--- config.mk ---
export PLATFORM = sky130hd
export DESIGN_NAME = tictactoe_board_flat
export DESIGN_NICKNAME = d
export VERILOG_FILES = /design/src/rtl/tictactoe_board_if.sv /design/src/rtl/tictactoe_board.sv /design/src/flat_wrapper.sv
export SDC_FILE = /design/constraint.sdc
export NUM_CORES = 1
export LEC_CHECK = 0
export ABC_AREA = 1
export BUFFER_PORTS_ARGS = -buffer_cell sky130_fd_sc_hd__buf_2
export CORE_ASPECT_RATIO = 0.8
export CORE_UTILIZATION = 30
export CTS_CLUSTER_SIZE = 16
export DETAILED_ROUTE_END_ITERATION = 7
export HOLD_SLACK_MARGIN = 0.06
export SLEW_MARGIN = 20
export SYNTH_ARGS = -nofsm -noshare
export SYNTH_HDL_FRONTEND = slang
export SYNTH_SLANG_ARGS = --single-unit
--- constraint.sdc ---
create_clock -name clock -period 2.4 [get_ports clock]
set_input_delay 0.6 -clock clock [delete_from_list [all_inputs] [get_ports clock]]
set_output_delay 0.6 -clock clock [all_outputs]
set_load 0.05 [all_outputs]
--- src/rtl/tictactoe_board_if.sv ---
// Controller/board bus for the tic-tac-toe board: move requests in, judging results and board image out.
interface tictactoe_board_if #(
  parameter int unsigned CELLS = 9,
  parameter int unsigned POS_W = 4
);
  localparam int unsigned BOARD_W = 2 * CELLS;
  localparam int unsigned CNT_W   = 4;

  logic               new_game;
  logic               player_O_play;
  logic               player_X_play;
  logic [POS_W-1:0]   pos_O;
  logic [POS_W-1:0]   pos_X;
  logic               illegal_move;
  logic               no_space;
  logic               win;
  logic [1:0]         winner;
  logic [BOARD_W-1:0] board;
  logic [CNT_W-1:0]   move_count;
  logic               game_over;

  modport master (
    output new_game, player_O_play, player_X_play, pos_O, pos_X,
    input  illegal_move, no_space, win, winner, board, move_count, game_over
  );

  modport slave (
    input  new_game, player_O_play, player_X_play, pos_O, pos_X,
    output illegal_move, no_space, win, winner, board, move_count, game_over
  );
endinterface

--- src/rtl/tictactoe_board.sv ---
// Tic-tac-toe board store and judge: commits legal O/X moves, flags illegal ones,
// and reports win / draw / game-over with the same-edge timing as the commit.
module tictactoe_board #(
  parameter int unsigned CELLS = 9,
  parameter int unsigned POS_W = 4
) (
  input  logic              clock,
  input  logic              reset,
  tictactoe_board_if.slave  bus
);
  localparam int unsigned BOARD_W = 2 * CELLS;
  localparam int unsigned CNT_W   = 4;
  localparam int unsigned N_LINES = 8;

  localparam logic [1:0] CELL_EMPTY = 2'b00;
  localparam logic [1:0] CELL_X     = 2'b01;
  localparam logic [1:0] CELL_O     = 2'b10;

  // Cell indices of the three rows, three columns and two diagonals.
  localparam int unsigned LINES [N_LINES][3] = '{
    '{0, 1, 2}, '{3, 4, 5}, '{6, 7, 8},
    '{0, 3, 6}, '{1, 4, 7}, '{2, 5, 8},
    '{0, 4, 8}, '{2, 4, 6}
  };

  typedef enum logic {
    ST_PLAY = 1'b0,
    ST_OVER = 1'b1
  } state_t;

  state_t               r_state;
  state_t               w_state_next;
  logic [BOARD_W-1:0]   r_board;
  logic [BOARD_W-1:0]   w_board_next;
  logic [CNT_W-1:0]     r_count;
  logic [CNT_W-1:0]     w_count_next;
  logic                 r_win;
  logic                 w_win_next;
  logic [1:0]           r_winner;
  logic [1:0]           w_winner_next;
  logic                 r_no_space;
  logic                 w_no_space_next;

  logic                 w_move_valid;
  logic [POS_W-1:0]     w_move_pos;
  logic [1:0]           w_move_val;
  logic [1:0]           w_target;
  logic                 w_illegal;
  logic [2:0]           w_judge;

  function automatic logic [1:0] cell_at(input logic [BOARD_W-1:0] b,
                                         input logic [POS_W-1:0]   p);
    logic [1:0] v;
    v = CELL_EMPTY;
    for (int unsigned i = 0; i < CELLS; i++) begin
      if (p == POS_W'(i)) v = b[2*i +: 2];
    end
    return v;
  endfunction

  // Returns {win, winner}; O takes priority if a corrupted board holds both.
  function automatic logic [2:0] judge(input logic [BOARD_W-1:0] b);
    logic       any_line;
    logic       o_line;
    logic       x_line;
    logic [1:0] c0;
    logic [1:0] c1;
    logic [1:0] c2;
    any_line = 1'b0;
    o_line   = 1'b0;
    x_line   = 1'b0;
    for (int l = 0; l < int'(N_LINES); l++) begin
      c0 = b[2*LINES[l][0] +: 2];
      c1 = b[2*LINES[l][1] +: 2];
      c2 = b[2*LINES[l][2] +: 2];
      if (c0 != CELL_EMPTY && c0 == c1 && c0 == c2) begin
        any_line = 1'b1;
        if (c0 == CELL_O) o_line = 1'b1;
        if (c0 == CELL_X) x_line = 1'b1;
      end
    end
    return {any_line, o_line ? CELL_O : (x_line ? CELL_X : CELL_EMPTY)};
  endfunction

  // O has priority; a simultaneous X request is dropped without effect.
  always_comb begin
    w_move_valid = bus.player_O_play | bus.player_X_play;
    w_move_pos   = bus.player_O_play ? bus.pos_O : bus.pos_X;
    w_move_val   = bus.player_O_play ? CELL_O : CELL_X;
    w_target     = cell_at(r_board, w_move_pos);
    w_illegal    = w_move_valid &&
                   ((w_move_pos > POS_W'(CELLS - 1)) ||
                    (w_target != CELL_EMPTY) ||
                    (r_state == ST_OVER));
  end

  // Next board/count, then judge the next board so results land on the commit edge.
  always_comb begin
    w_state_next    = r_state;
    w_board_next    = r_board;
    w_count_next    = r_count;
    w_win_next      = r_win;
    w_winner_next   = r_winner;
    w_no_space_next = r_no_space;
    w_judge         = 3'b000;

    if (bus.new_game) begin
      w_state_next    = ST_PLAY;
      w_board_next    = '0;
      w_count_next    = '0;
      w_win_next      = 1'b0;
      w_winner_next   = CELL_EMPTY;
      w_no_space_next = 1'b0;
    end else begin
      if (w_move_valid && !w_illegal) begin
        for (int unsigned i = 0; i < CELLS; i++) begin
          if (w_move_pos == POS_W'(i)) w_board_next[2*i +: 2] = w_move_val;
        end
        w_count_next = (r_count >= CNT_W'(CELLS)) ? r_count : r_count + CNT_W'(1);
      end
      w_judge         = judge(w_board_next);
      w_win_next      = w_judge[2];
      w_winner_next   = w_judge[1:0];
      w_no_space_next = (w_count_next == CNT_W'(CELLS));
      if (r_state == ST_PLAY && (w_win_next || w_no_space_next)) begin
        w_state_next = ST_OVER;
      end
    end
  end

  always_ff @(posedge clock or posedge reset) begin
    if (reset) begin
      r_state    <= ST_PLAY;
      r_board    <= '0;
      r_count    <= '0;
      r_win      <= 1'b0;
      r_winner   <= CELL_EMPTY;
      r_no_space <= 1'b0;
    end else begin
      r_state    <= w_state_next;
      r_board    <= w_board_next;
      r_count    <= w_count_next;
      r_win      <= w_win_next;
      r_winner   <= w_winner_next;
      r_no_space <= w_no_space_next;
    end
  end

  assign bus.illegal_move = w_illegal;
  assign bus.no_space     = r_no_space;
  assign bus.win          = r_win;
  assign bus.winner       = r_winner;
  assign bus.board        = r_board;
  assign bus.move_count   = r_count;
  assign bus.game_over    = (r_state == ST_OVER);
endmodule

--- src/flat_wrapper.sv ---
// flat-port wrapper written by rule: the top's interface ports become plain ports
module tictactoe_board_flat 
#(
  parameter int unsigned CELLS = 9,
  parameter int unsigned POS_W = 4
)
  (clock, reset, bus_new_game, bus_player_O_play, bus_player_X_play, bus_pos_O, bus_pos_X, bus_illegal_move, bus_no_space, bus_win, bus_winner, bus_board, bus_move_count, bus_game_over);
  tictactoe_board_if #(.CELLS(CELLS), .POS_W(POS_W)) bus_i ();
  input  logic clock;
  input  logic reset;
  input wire logic [$bits(bus_i.new_game)-1:0] bus_new_game;
  input wire logic [$bits(bus_i.player_O_play)-1:0] bus_player_O_play;
  input wire logic [$bits(bus_i.player_X_play)-1:0] bus_player_X_play;
  input wire logic [$bits(bus_i.pos_O)-1:0] bus_pos_O;
  input wire logic [$bits(bus_i.pos_X)-1:0] bus_pos_X;
  output wire logic [$bits(bus_i.illegal_move)-1:0] bus_illegal_move;
  output wire logic [$bits(bus_i.no_space)-1:0] bus_no_space;
  output wire logic [$bits(bus_i.win)-1:0] bus_win;
  output wire logic [$bits(bus_i.winner)-1:0] bus_winner;
  output wire logic [$bits(bus_i.board)-1:0] bus_board;
  output wire logic [$bits(bus_i.move_count)-1:0] bus_move_count;
  output wire logic [$bits(bus_i.game_over)-1:0] bus_game_over;
  assign bus_i.new_game = bus_new_game;
  assign bus_i.player_O_play = bus_player_O_play;
  assign bus_i.player_X_play = bus_player_X_play;
  assign bus_i.pos_O = bus_pos_O;
  assign bus_i.pos_X = bus_pos_X;
  assign bus_illegal_move = bus_i.illegal_move;
  assign bus_no_space = bus_i.no_space;
  assign bus_win = bus_i.win;
  assign bus_winner = bus_i.winner;
  assign bus_board = bus_i.board;
  assign bus_move_count = bus_i.move_count;
  assign bus_game_over = bus_i.game_over;
  tictactoe_board #(.CELLS(CELLS), .POS_W(POS_W)) u_core (.clock(clock), .reset(reset), .bus(bus_i));
endmodule
==> results.md, run 1 <==
- Vias in the first global route: 2834
- Drt via density: 4.79
- Area grow syn2layout: 65.2%
- Detail Route Antenna Nets: 0
- Layout cells sized above 1: 0.479
- Status: complete, but fails checks
- Finished Layout Cells: between 600 and 700
- Average size of a mapped cell: around 5.8 um2
- GP Congestion: between 0.8 and 0.9
- FP Rows: 28
- Worst Setup Start Kind: input port
- Fill count: between 700 and 800
- Maxcap violations: 0
- Starting Density: 0.315
- Setup TNS: -1.85 ns
- CTS root buffer: clkbuf_8
- Clk slew on worst S/H paths: around 0.11 ns
- Ant diodes: 0
- Reg2reg start: u_core.bus.board[1]
- CP peak stage delay: around 0.20 ns
- R2r endpoint: u_core.bus.winner[0]
- I/O pin total: 41
- Synth top area share: 0.286
- TritonCTS buffer count: 3
- Syn Nets: 420
- RSZ-0062 raised after global routing: true
- Fin. Hold Viols: 0
- Syn Inst Count: a little over 400
- R2r worst-path depth: 24
- Peak VDD IR: approximately 0.00074 V
- Share of power burned in registers: 0.151
- Pleak: between 2 and 2.5 nW
- Combinational share of power: 0.780
- Drt total wl: 8.36 mm
- Global Route Usage Sum: 0.206
- Hold Slack: 0.364 ns
- Core Util, Final: 0.521
- Die ar.: ~0.008 mm2
- Total Nets Final: about 550
- Max frequency: 360 MHz
- Yosys cell types: 27
- Max transition margin: 0.629
- Total grt overflow: 0
- Max Slew Vio Count: 0
- Worst EP arrival: roughly 2.2 ns
- Placed Cells: slightly above 600
- First DRT Iteration DRCs: 161
- CP max-delay cell: o21ai_4
- Port bufs: 40
- Hold Crit Class: in2async
- Period Utilization, post-route: 1.16
- R2R Setup Slk: -0.18 ns
- Post-synth top area cell: dfrtp_1
- DRC Markers: 0
- Area occupied by multi-input gates: 0.00172 mm2
- Total number of vias: just over 3000
- Top cells by area, synth: dfrtp_1, nand2_1, inv_1
- Largest net degree at the start of global routing: 28
- Die Ht: 81.4 um
- Worst EP required: 1.80 ns
- #FFs+latches synth: 27
- Max clock buf depth: 2
- Int Power: slightly below 0.002 W
- CTS tree: built
- Tot Pwr: slightly above 0.004 W
- DP HPWL: about 5.8 mm
- Clock share of power: 0.069
- # setup viols final: 8
- Register area share after synthesis: 0.286
- Warnings from Yosys: 0
- Worst-margin pin slew: 0.556 ns
- Sw Share: 0.526
- Antenna violations before repair: 0
- Mapped cell area: about 0.0024 mm2
- Psw: roughly 0.0022 W
- Delay-heaviest family, CP: simple AND/OR/NAND/NOR gates
- Fin crit period: between 2 and 3 ns
- Crit Path Category: in2out
- Die Wd: just over 100 um
- Initial DRT Pass Iterations: 4
- Failing checks: setup timing
- Clock Skews: between 0.005 and 0.006 ns
- Drt wl/cell: about 13 um
- Fin worst setup slack: -0.375 ns
- CORE AREA: 0.00750 mm2
- CP max FO: 7
- H-tree levels: 1
- Crit path capture type: primary output
- CP bufs+invs: 5
- Skew-Pair Late Insertion Delay: a little under 0.3 ns
- CTS sink cnt: 27
- Pwr Density: 1060 mW/mm2
- Sequential cell area: 676 um2
- First-pass GRT wire length: ~13 mm
- Worst path cell trace: buf_12 -> inv_16 -> o21ai_4 -> nand2_2 -> nor2_4 -> nand2_2 -> nand2_2 -> inv_2 -> nand2_1 -> nand2_1 -> nand2_1 -> nand2_1 -> nand2_2 -> nand2_4 -> buf_8 -> a21boi_4 -> buf_6
cell type report:
cell class / instances / share of cell area
Clock buffer: 3 / 0.0106
Clock inverter: 1 / 0.00192
Inverter: 67 / 0.0731
Multi-Input combinational cell: 297 / 0.441
Sequential cell: 27 / 0.173
Tap cell: 105 / 0.0337
Timing Repair Buffer: 137 / 0.267
sequential cells by signal, indices dropped and copies added (netlist names):
register / cells
u_core.bus.board: 18
u_core.bus.move_count: 4
u_core.bus.winner: 2
u_core.bus.game_over: 1
u_core.bus.no_space: 1
u_core.bus.win: 1
cells by family (layout without fill, tap and decap cells):
logic type               after synthesis  in the layout  share of synthesized area
XOR/XNOR                               2              2                    0.00742
buffers and inverters                 80            208                      0.134
AND/OR/NAND/NOR                      254            254                      0.467
adder cells (fa/ha/maj)                3              3                     0.0159
AO/OA/AOI/OAI                         38             38                     0.0900
flip-flops                            27             27                      0.286
worst reg2reg max path: stages, from the launching register on:
cell,delay (ns)
dfrtp_1,0.40
inv_1,0.08
nand2_1,0.10
o211ai_1,0.18
nand2_1,0.07
nand2_1,0.06
nand2_1,0.05
nand2_1,0.05
nand2_1,0.05
nand2_1,0.07
nand2_2,0.06
nand2_4,0.10
nand3_4,0.12
buf_6,0.17
nand2_1,0.10
nand2_4,0.11
inv_4,0.09
nand2_2,0.07
o21ai_1,0.15
nand2_1,0.08
nand2_2,0.11
nand2_2,0.07
nand3_2,0.06
nor2_1,0.05
nor2_1,0.08
repair_timing:
action	4_1_cts	5_1_grt
gates cloned	2	0
setup endpoints to repair	9	13
pin swaps	15	47
gates resized for setup	48	73
buffers inserted	16	13
hold buffers	0	0
cells in the mapped netlist:
| cell | instances |
|---|---|
| nand3_2 | 1 |
| clkbuf_1 | 6 |
| inv_2 | 4 |
| dfrtp_1 | 27 |
| nor3_1 | 2 |
| nor2_4 | 2 |
| a21oi_1 | 6 |
| o21ai_1 | 4 |
| nor2_1 | 51 |
| nand2_1 | 135 |
| xor2_1 | 2 |
| a21boi_0 | 1 |
| o21ai_0 | 22 |
| a31oi_1 | 1 |
| nand4_1 | 25 |
| nor2_2 | 2 |
| ha_1 | 3 |
| o21ai_4 | 1 |
| buf_6 | 1 |
| o21a_1 | 1 |
| nand2_2 | 10 |
| buf_4 | 1 |
| buf_1 | 1 |
| inv_1 | 63 |
| nand3_1 | 26 |
| buf_2 | 4 |
| o211ai_1 | 2 |
power by group through the flow:
stage	Sequential (W)	Clock [W]	Combinational, W
after floorplan	0.00100	0	0.00128
after global placement	0.000637	0	0.00248
after detailed placement	0.000637	0	0.00249
after CTS	0.000627	0.000298	0.00278
after global routing	0.000642	0.000318	0.00349
final	0.000627	0.000285	0.00323
metal layers:
metal | track usage | up-vias | wire length, um
met1 | 0.294 | 1417 | 3970
met3 | 0.0310 | 12 | 433
met4 | 0.0420 | 0 | 87
met2 | 0.327 | 93 | 3870
li1 | - | 1531 | -
met5 | 0 | - | 0
per-stage QoR:
| step | setup slack [ns] | area [um2] |
|---|---|---|
| after global placement | -0.867 | 3260 |
| after global routing | -0.524 | 3900 |
| final | -0.375 | 3900 |
| after detailed placement | -0.934 | 3260 |
| after floorplan | -0.193 | 2490 |
| after CTS | -0.363 | 3610 |
worst max-delay path by stage:
stage	cells past startpoint	slack [ns]	start	to
2_1_floorplan	26	-0.19	bus_pos_O[0]	u_core.bus.game_over
3_3_place_gp	27	-0.87	bus_player_O_play	u_core.bus.game_over
3_5_place_dp	25	-0.93	bus_player_O_play	u_core.bus.game_over
4_1_cts	17	-0.36	bus_player_O_play	bus_illegal_move
5_1_grt	27	-0.52	bus_player_O_play	u_core.bus.game_over
6_report	17	-0.37	bus_player_O_play	bus_illegal_move
cell usage in the layout, fill, tap and decap left out, types with 2 or more instances in the layout:
cell type,Yosys,final
nand3_2,1,7
dfrtp_1,27,27
nand2_1,135,89
buf_6,1,21
nor2_4,2,4
inv_4,0,2
ha_1,3,3
clkbuf_8,0,3
inv_2,4,15
a21oi_1,6,3
o21ai_2,0,5
o21ai_0,22,20
nand4_1,25,25
nand2_4,0,17
o211ai_1,2,2
buf_2,4,37
a21oi_2,0,3
inv_1,63,48
nand2_2,10,39
xor2_2,0,2
nor2_1,51,37
nor2_2,2,14
buf_8,0,2
nand3_1,26,19
buf_4,1,76
No activity file was read; power rests on OpenSTA's default activity.
==> run 2, diff against run 1 <==
Settings changed: ABC_CLOCK_PERIOD_IN_PS from default to 2400, PLACE_DENSITY from default to 0.56.
==> run 2 against run 1 <==
  * The run still ends with setup timing left
  * Clock power barely moved
  * Hold slack worse by 0.012 ns
  * Global-route usage up 0.95 points
  * Critical path type unchanged
  * Critical endpoint unchanged
==> results.md, run 2 (synthesis results as in run 1) <==
- Status: complete, but fails checks
- Failing checks: setup timing
- Peak VDD IR: ~0.00061 V
- # setup viols final: 9
- H-tree levels: 1
- Total number of vias: between 2000 and 3000
- Pleak: about 2.1 nW
- R2r worst-path depth: 24
- Most common cell after layout, fill and taps aside: nand2_1
- Period Utilization, post-route: 1.14
- CTS sink cnt: 27
- Commonest non-fill, non-tap cells in the layout: nand2_1, buf_4, inv_1
- Die ar.: around 0.0082 mm2
- Drt total wl: between 8 and 9 mm
- First-pass GRT wire length: roughly 14 mm
- Hold Crit Class: in2async
- Global Route Usage Sum: 0.215
- First DRT Iteration DRCs: ~150
- Fin. Hold Viols: 0
- Clock Skews: 0.00579 ns
- I/O pin total: 41
- Fin crit period: 2.74 ns
- CTS Hold Bufs: 0
- Pwr Density: 1040 mW/mm2
- Ant diodes: 0
- Hold Slack: roughly 0.35 ns
- Drt via density: approximately 4.6
- DP HPWL: approximately 6.1 mm
- Crit path capture type: primary output
- RSZ-0062 raised after global routing: true
- Largest net degree at the start of global routing: 28
- CP max FO: 8
- Detail Route Antenna Nets: 0
- Number of flip-flops under the largest register name: 18
- Metal2 WL: about 3.6 mm
- Crit Path Category: in2out
- Fill count: ~800
- GP Congestion: ~0.86
- Worst-margin pin slew: 0.506 ns
- Maxcap violations: 0
- DRC Markers: 0
- Max clock buf depth: 2
- Drt wl/cell: ~13 um
- Die Wd: between 100 and 150 um
- FP Rows: 28
- CTS tree: built
- Die Ht: 81.4 um
- Wl on met1: approximately 4.0 mm
- CORE AREA: approximately 0.0075 mm2
- Layout cells sized above 1: 0.402
- Worst EP required: ~1.8 ns
- Clk slew on worst S/H paths: 0.11 ns
- Met3 wire len: around 430 um
- Port bufs: 40
- Max transition margin: 0.663
- Core Util, Final: 0.486
- CTS root buffer: clkbuf_8
- Area grow syn2layout: 54.1%
- Tot Pwr: between 0.003 and 0.004 W
- Max Slew Vio Count: 0
- Total grt overflow: 0
- Worst EP arrival: about 2.1 ns
- Vias in the first global route: approximately 2800
- TritonCTS buffer count: 3
- Total Nets Final: 540
- Fin worst setup slack: -0.335 ns
- Top routing layer used: met4
- Antenna violations before repair: 0
- Skew-Pair Late Insertion Delay: ~0.29 ns
- Max frequency: 366 MHz
- Initial DRT Pass Iterations: 4
- Worst Setup Start Kind: input port
- Starting Density: 0.315
-- run 2: power by group --
part / switching [W] / internal [W] / leakage, nW
clock network: 0.000169 / 0.000118 / 0.0217
logic: 0.00178 / 0.00109 / 1.75
registers: 0.0000695 / 0.000559 / 0.363
total: 0.00202 / 0.00177 / 2.14
-- run 2: area by class of cell --
class / instances / area, um2 / share of cell area
sequential: 27 / 676 / 0.186
clock inverter: 1 / 7.51 / 0.00206
clock buffer: 3 / 41.3 / 0.0113
multi-input combinational: 297 / 1590 / 0.437
inverter: 67 / 280 / 0.0770
tap: 105 / 131 / 0.0361
timing repair buffer: 128 / 912 / 0.251
-- run 2: final timing paths --
check                                          from                  endpoint  slack, ns
max in group asynchronous                     reset       u_core.bus.board[3]       1.77
setup reg to reg                u_core.bus.board[1]      u_core.bus.game_over      -0.15
min in group clock         u_core.bus.move_count[3]  u_core.bus.move_count[3]       0.70
hold / removal                                reset      u_core.bus.board[10]       0.35
hold reg to reg            u_core.bus.move_count[3]  u_core.bus.move_count[3]       0.70
setup / recovery                  bus_player_O_play          bus_illegal_move      -0.34
-- run 2: timing repair --
action / CTS / global route
gates cloned: 1 / 0
resized for setup: 42 / 13
buffers inserted: 10 / 2
pin swaps: 13 / 3
setup endpoints to repair: 9 / 11
-- run 2: worst max-delay path, stage by stage --
cell      delay (ns)
buf_12          0.11
inv_16          0.04
o21ai_4         0.19
nand2_2         0.11
nor2_4          0.13
nand2_2         0.06
nand2_1         0.05
inv_1           0.03
nand2_1         0.04
nand2_1         0.04
nand2_1         0.06
nand2_1         0.04
nand2_1         0.07
nand2_2         0.08
buf_6           0.15
a21boi_4        0.13
buf_6           0.17
-- run 2: routing by layer --
layer  vias up  track usage
met5         -            0
met4         0       0.0623
met3        14       0.0387
met2        81        0.339
met1      1311        0.300
li1       1508            -
-- run 2: metrics by stage --
step / TNS, ns / cell area [um2] / setup WS, ns / instances
detailed placement: -10.69 / 3320 / -0.900 / 611
floorplan: -0.849 / 2490 / -0.193 / 404
global placement: -8.96 / 3320 / -0.837 / 611
global route: -3.42 / 3640 / -0.526 / 628
CTS: -1.51 / 3580 / -0.343 / 626
finish: -1.85 / 3640 / -0.335 / 628
==> run 3, diff against run 2 <==
Settings changed: ABC_AREA 1 to default, PLACE_DENSITY 0.56 to 0.55.
==> run 3 against run 2 <==
  * First-iteration DRC count is 9.2% higher
  * Largest power group unchanged
  * Routed wire length grew 31%
  * The flow still finishes with violations (setup timing)
  * Total power is 63% lower
  * Highest routed layer unchanged
  * Critical path type is now in2reg
==> results.md, run 3 <==
- Status: complete, but fails checks
- Failing checks: setup timing
- Sequential cell area: 676 um2
- R2r worst-path depth: 13
- Skew-Pair Late Insertion Delay: 0.28 ns
- Top cells by area, synth: dfrtp_1, nor2_1, inv_1
- Placed Cells: about 560
- Vias in the first global route: about 3300
- Finished Layout Cells: between 500 and 600
- Commonest non-fill, non-tap cells in the layout: buf_4, nor2_1, buf_2
- DP HPWL: between 8 and 9 mm
- Drt wl/cell: around 18 um
- Starting Density: 0.311
- CP max FO: 12
- Clock Skews: just over 0.006 ns
- Antenna violations before repair: 0
- Max frequency: 341 MHz
- Crit Path Category: in2reg
- Peak VDD IR: roughly 0.00024 V
- Warnings from Yosys: 0
- CTS sink cnt: 27
- Drt total wl: about 11 mm
- Clock share of power: 0.189
- DRC Markers: 0
- H-tree levels: 1
- Sw Share: 0.379
- Worst EP arrival: 3.08 ns
- Top Usage Layer GRT: met2
- Max transition margin: 0.657
- Total Nets Final: about 480
- Worst-margin pin slew: about 0.51 ns
- R2r endpoint: u_core.bus.game_over
- Average size of a mapped cell: ~9 um2
- Global Route Usage Sum: 0.239
- R2R Setup Slk: -0.38 ns
- Number of flip-flops under the largest register name: 18
- Mapped cell area: roughly 0.0027 mm2
- Share of power burned in registers: 0.340
- #FFs+latches synth: 27
- Met2 usage: 0.392
- TritonCTS buffer count: 3
- CORE AREA: roughly 0.0086 mm2
- Fin. Hold Viols: 0
- Largest net degree at the start of global routing: 28
- Worst Setup Start Kind: input port
- Ant diodes: 0
- Die ar.: slightly above 0.009 mm2
- EDFF count, synth: 0
- # setup viols final: 10
- Initial DRT Pass Iterations: 5
- Pwr Density: between 300 and 400 mW/mm2
- Area grow syn2layout: 68.8%
- Die Ht: 86.2 um
- CTS root buffer: clkbuf_8
- Die Wd: around 110 um
- First-pass GRT wire length: about 17 mm
- Syn Nets: 313
- Worst EP required: ~2.6 ns
- Hold Crit Class: in2async
- Register area share after synthesis: 0.254
- Period Utilization, post-route: 1.22
- Clk slew on worst S/H paths: around 0.10 ns
- Reg2reg start: u_core.bus.board[14]
- M3 GR Usage: 0.0203
- Most common cell after layout, fill and taps aside: buf_4
- Crit path capture type: flop
- Met1 Use GR: 0.340
- Port bufs: 40
- Detail Route Antenna Nets: 0
- Pleak: between 2 and 2.5 nW
- Layout cells sized above 1: 0.567
- Max clock buf depth: 2
- Fill count: 820
- Total grt overflow: 0
- Most numerous cell in the Yosys netlist: nor2_1
- Total number of vias: between 3000 and 4000
- I/O pin total: between 40 and 50
- Top_reg_cell synth: dfrtp_1
- FP Rows: 30
- Yosys cell types: between 80 and 90
- Psw: roughly 0.00054 W
- First DRT Iteration DRCs: 167
- Core Util, Final: 0.525
- GP Congestion: between 0.9 and 1
- Fin worst setup slack: -0.531 ns
- Maxcap violations: 0
- Int Power: between 0.0008 and 0.0009 W
- Drt via density: 5.66
- Post-synth ARST share: 1.00
- Area occupied by multi-input gates: 0.00218 mm2
- CTS tree: built
- Combinational share of power: 0.471
- Synth top cells by count: nor2_1, dfrtp_1, inv_1, a21oi_1, nand2_1
- Max Slew Vio Count: 0
- RSZ-0062 raised after global routing: true
- Post-synth top area cell: dfrtp_1
- Fin crit period: ~2.9 ns
- Synth top area share: 0.254
- Syn Inst Count: ~300
==> run 3: cell types whose count changed after synthesis, moves of 9 or more <==
| cell | previous run | this run |
|---|---|---|
| inv_1 | 63 | 18 |
| nand2_1 | 135 | 11 |
| nand2_2 | 10 | 1 |
| nand3_1 | 26 | 6 |
| nand4_1 | 25 | 2 |
| o21ai_0 | 22 | 10 |
==> run 3: worst max-delay path, stage by stage <==
cell	delay, ns
buf_12	0.12
buf_8	0.13
nor4b_2	0.16
buf_4	0.14
o21ai_4	0.17
nand2_2	0.11
buf_6	0.13
buf_4	0.12
buf_4	0.13
o311ai_4	0.32
a221oi_1	0.18
a31oi_1	0.19
o22ai_2	0.12
nor4_2	0.34
a21oi_1	0.11
==> run 3: logic make-up after synthesis <==
| family | share of synthesized area |
|---|---|
| and+or+nand+nor | 0.269 |
| AOI/OAI and AO/OA | 0.366 |
| buffers and inverters | 0.0630 |
| DFF | 0.254 |
| muxes | 0.0268 |
| adders and majority gates | 0.0141 |
| xor gates and xnor gates | 0.00659 |
==> run 3: layout make-up <==
class / instances / share of cell area
Inverter: 18 / 0.0151
Timing Repair Buffer: 177 / 0.308
Multi-Input combinational cell: 240 / 0.485
Clock inverter: 1 / 0.00111
Tap cell: 112 / 0.0312
Sequential cell: 27 / 0.151
Clock buffer: 3 / 0.00920
==> run 3: per-stage QoR <==
step | setup WS [ns] | total power [W] | cell area [um2] | TNS, ns | hold WS (ns)
floorplan | -0.607 | 0.000821 | 2680 | -3.99 | 0.653
global placement | -1.02 | 0.00104 | 3850 | -11.58 | 0.615
detailed placement | -1.10 | 0.00104 | 3850 | -12.41 | 0.615
CTS | -0.492 | 0.00140 | 4390 | -3.25 | 0.370
global route | -0.683 | 0.00149 | 4490 | -4.69 | 0.396
finish | -0.531 | 0.00142 | 4490 | -3.60 | 0.362
==> run 3: how the worst max path moves through the flow <==
stage	slack (ns)	cells past startpoint	end	from
floorplan	-0.61	10	u_core.bus.game_over	bus_player_O_play
global placement	-1.02	11	u_core.bus.game_over	bus_player_O_play
detailed placement	-1.10	11	u_core.bus.game_over	bus_player_O_play
CTS	-0.49	13	u_core.bus.winner[1]	bus_pos_O[2]
global route	-0.68	11	u_core.bus.game_over	bus_pos_X[1]
finish	-0.53	15	u_core.bus.game_over	bus_player_O_play
==> run 3: metal layers <==
layer	vias up	part of all wire
met4	0	0.015
met3	18	0.084
met1	1584	0.45
li1	1516	-
met5	-	0
met2	154	0.46
==> run 3: timing repair <==
action	in CTS	in global routing
hold endpoints to repair	0	0
hold buffers	0	0
resized for setup	76	20
setup endpoints to repair	14	14
buffers inserted	17	1
pin swaps	40	7
==> run 3: power by group through the flow <==
stage / Combinational [W] / Sequential (W) / Clock, W
3_3_place_gp: 0.000547 / 0.000490 / 0
2_1_floorplan: 0.000271 / 0.000550 / 0
5_1_grt: 0.000712 / 0.000485 / 0.000292
3_5_place_dp: 0.000552 / 0.000491 / 0
4_1_cts: 0.000640 / 0.000483 / 0.000279
6_report: 0.000668 / 0.000483 / 0.000268
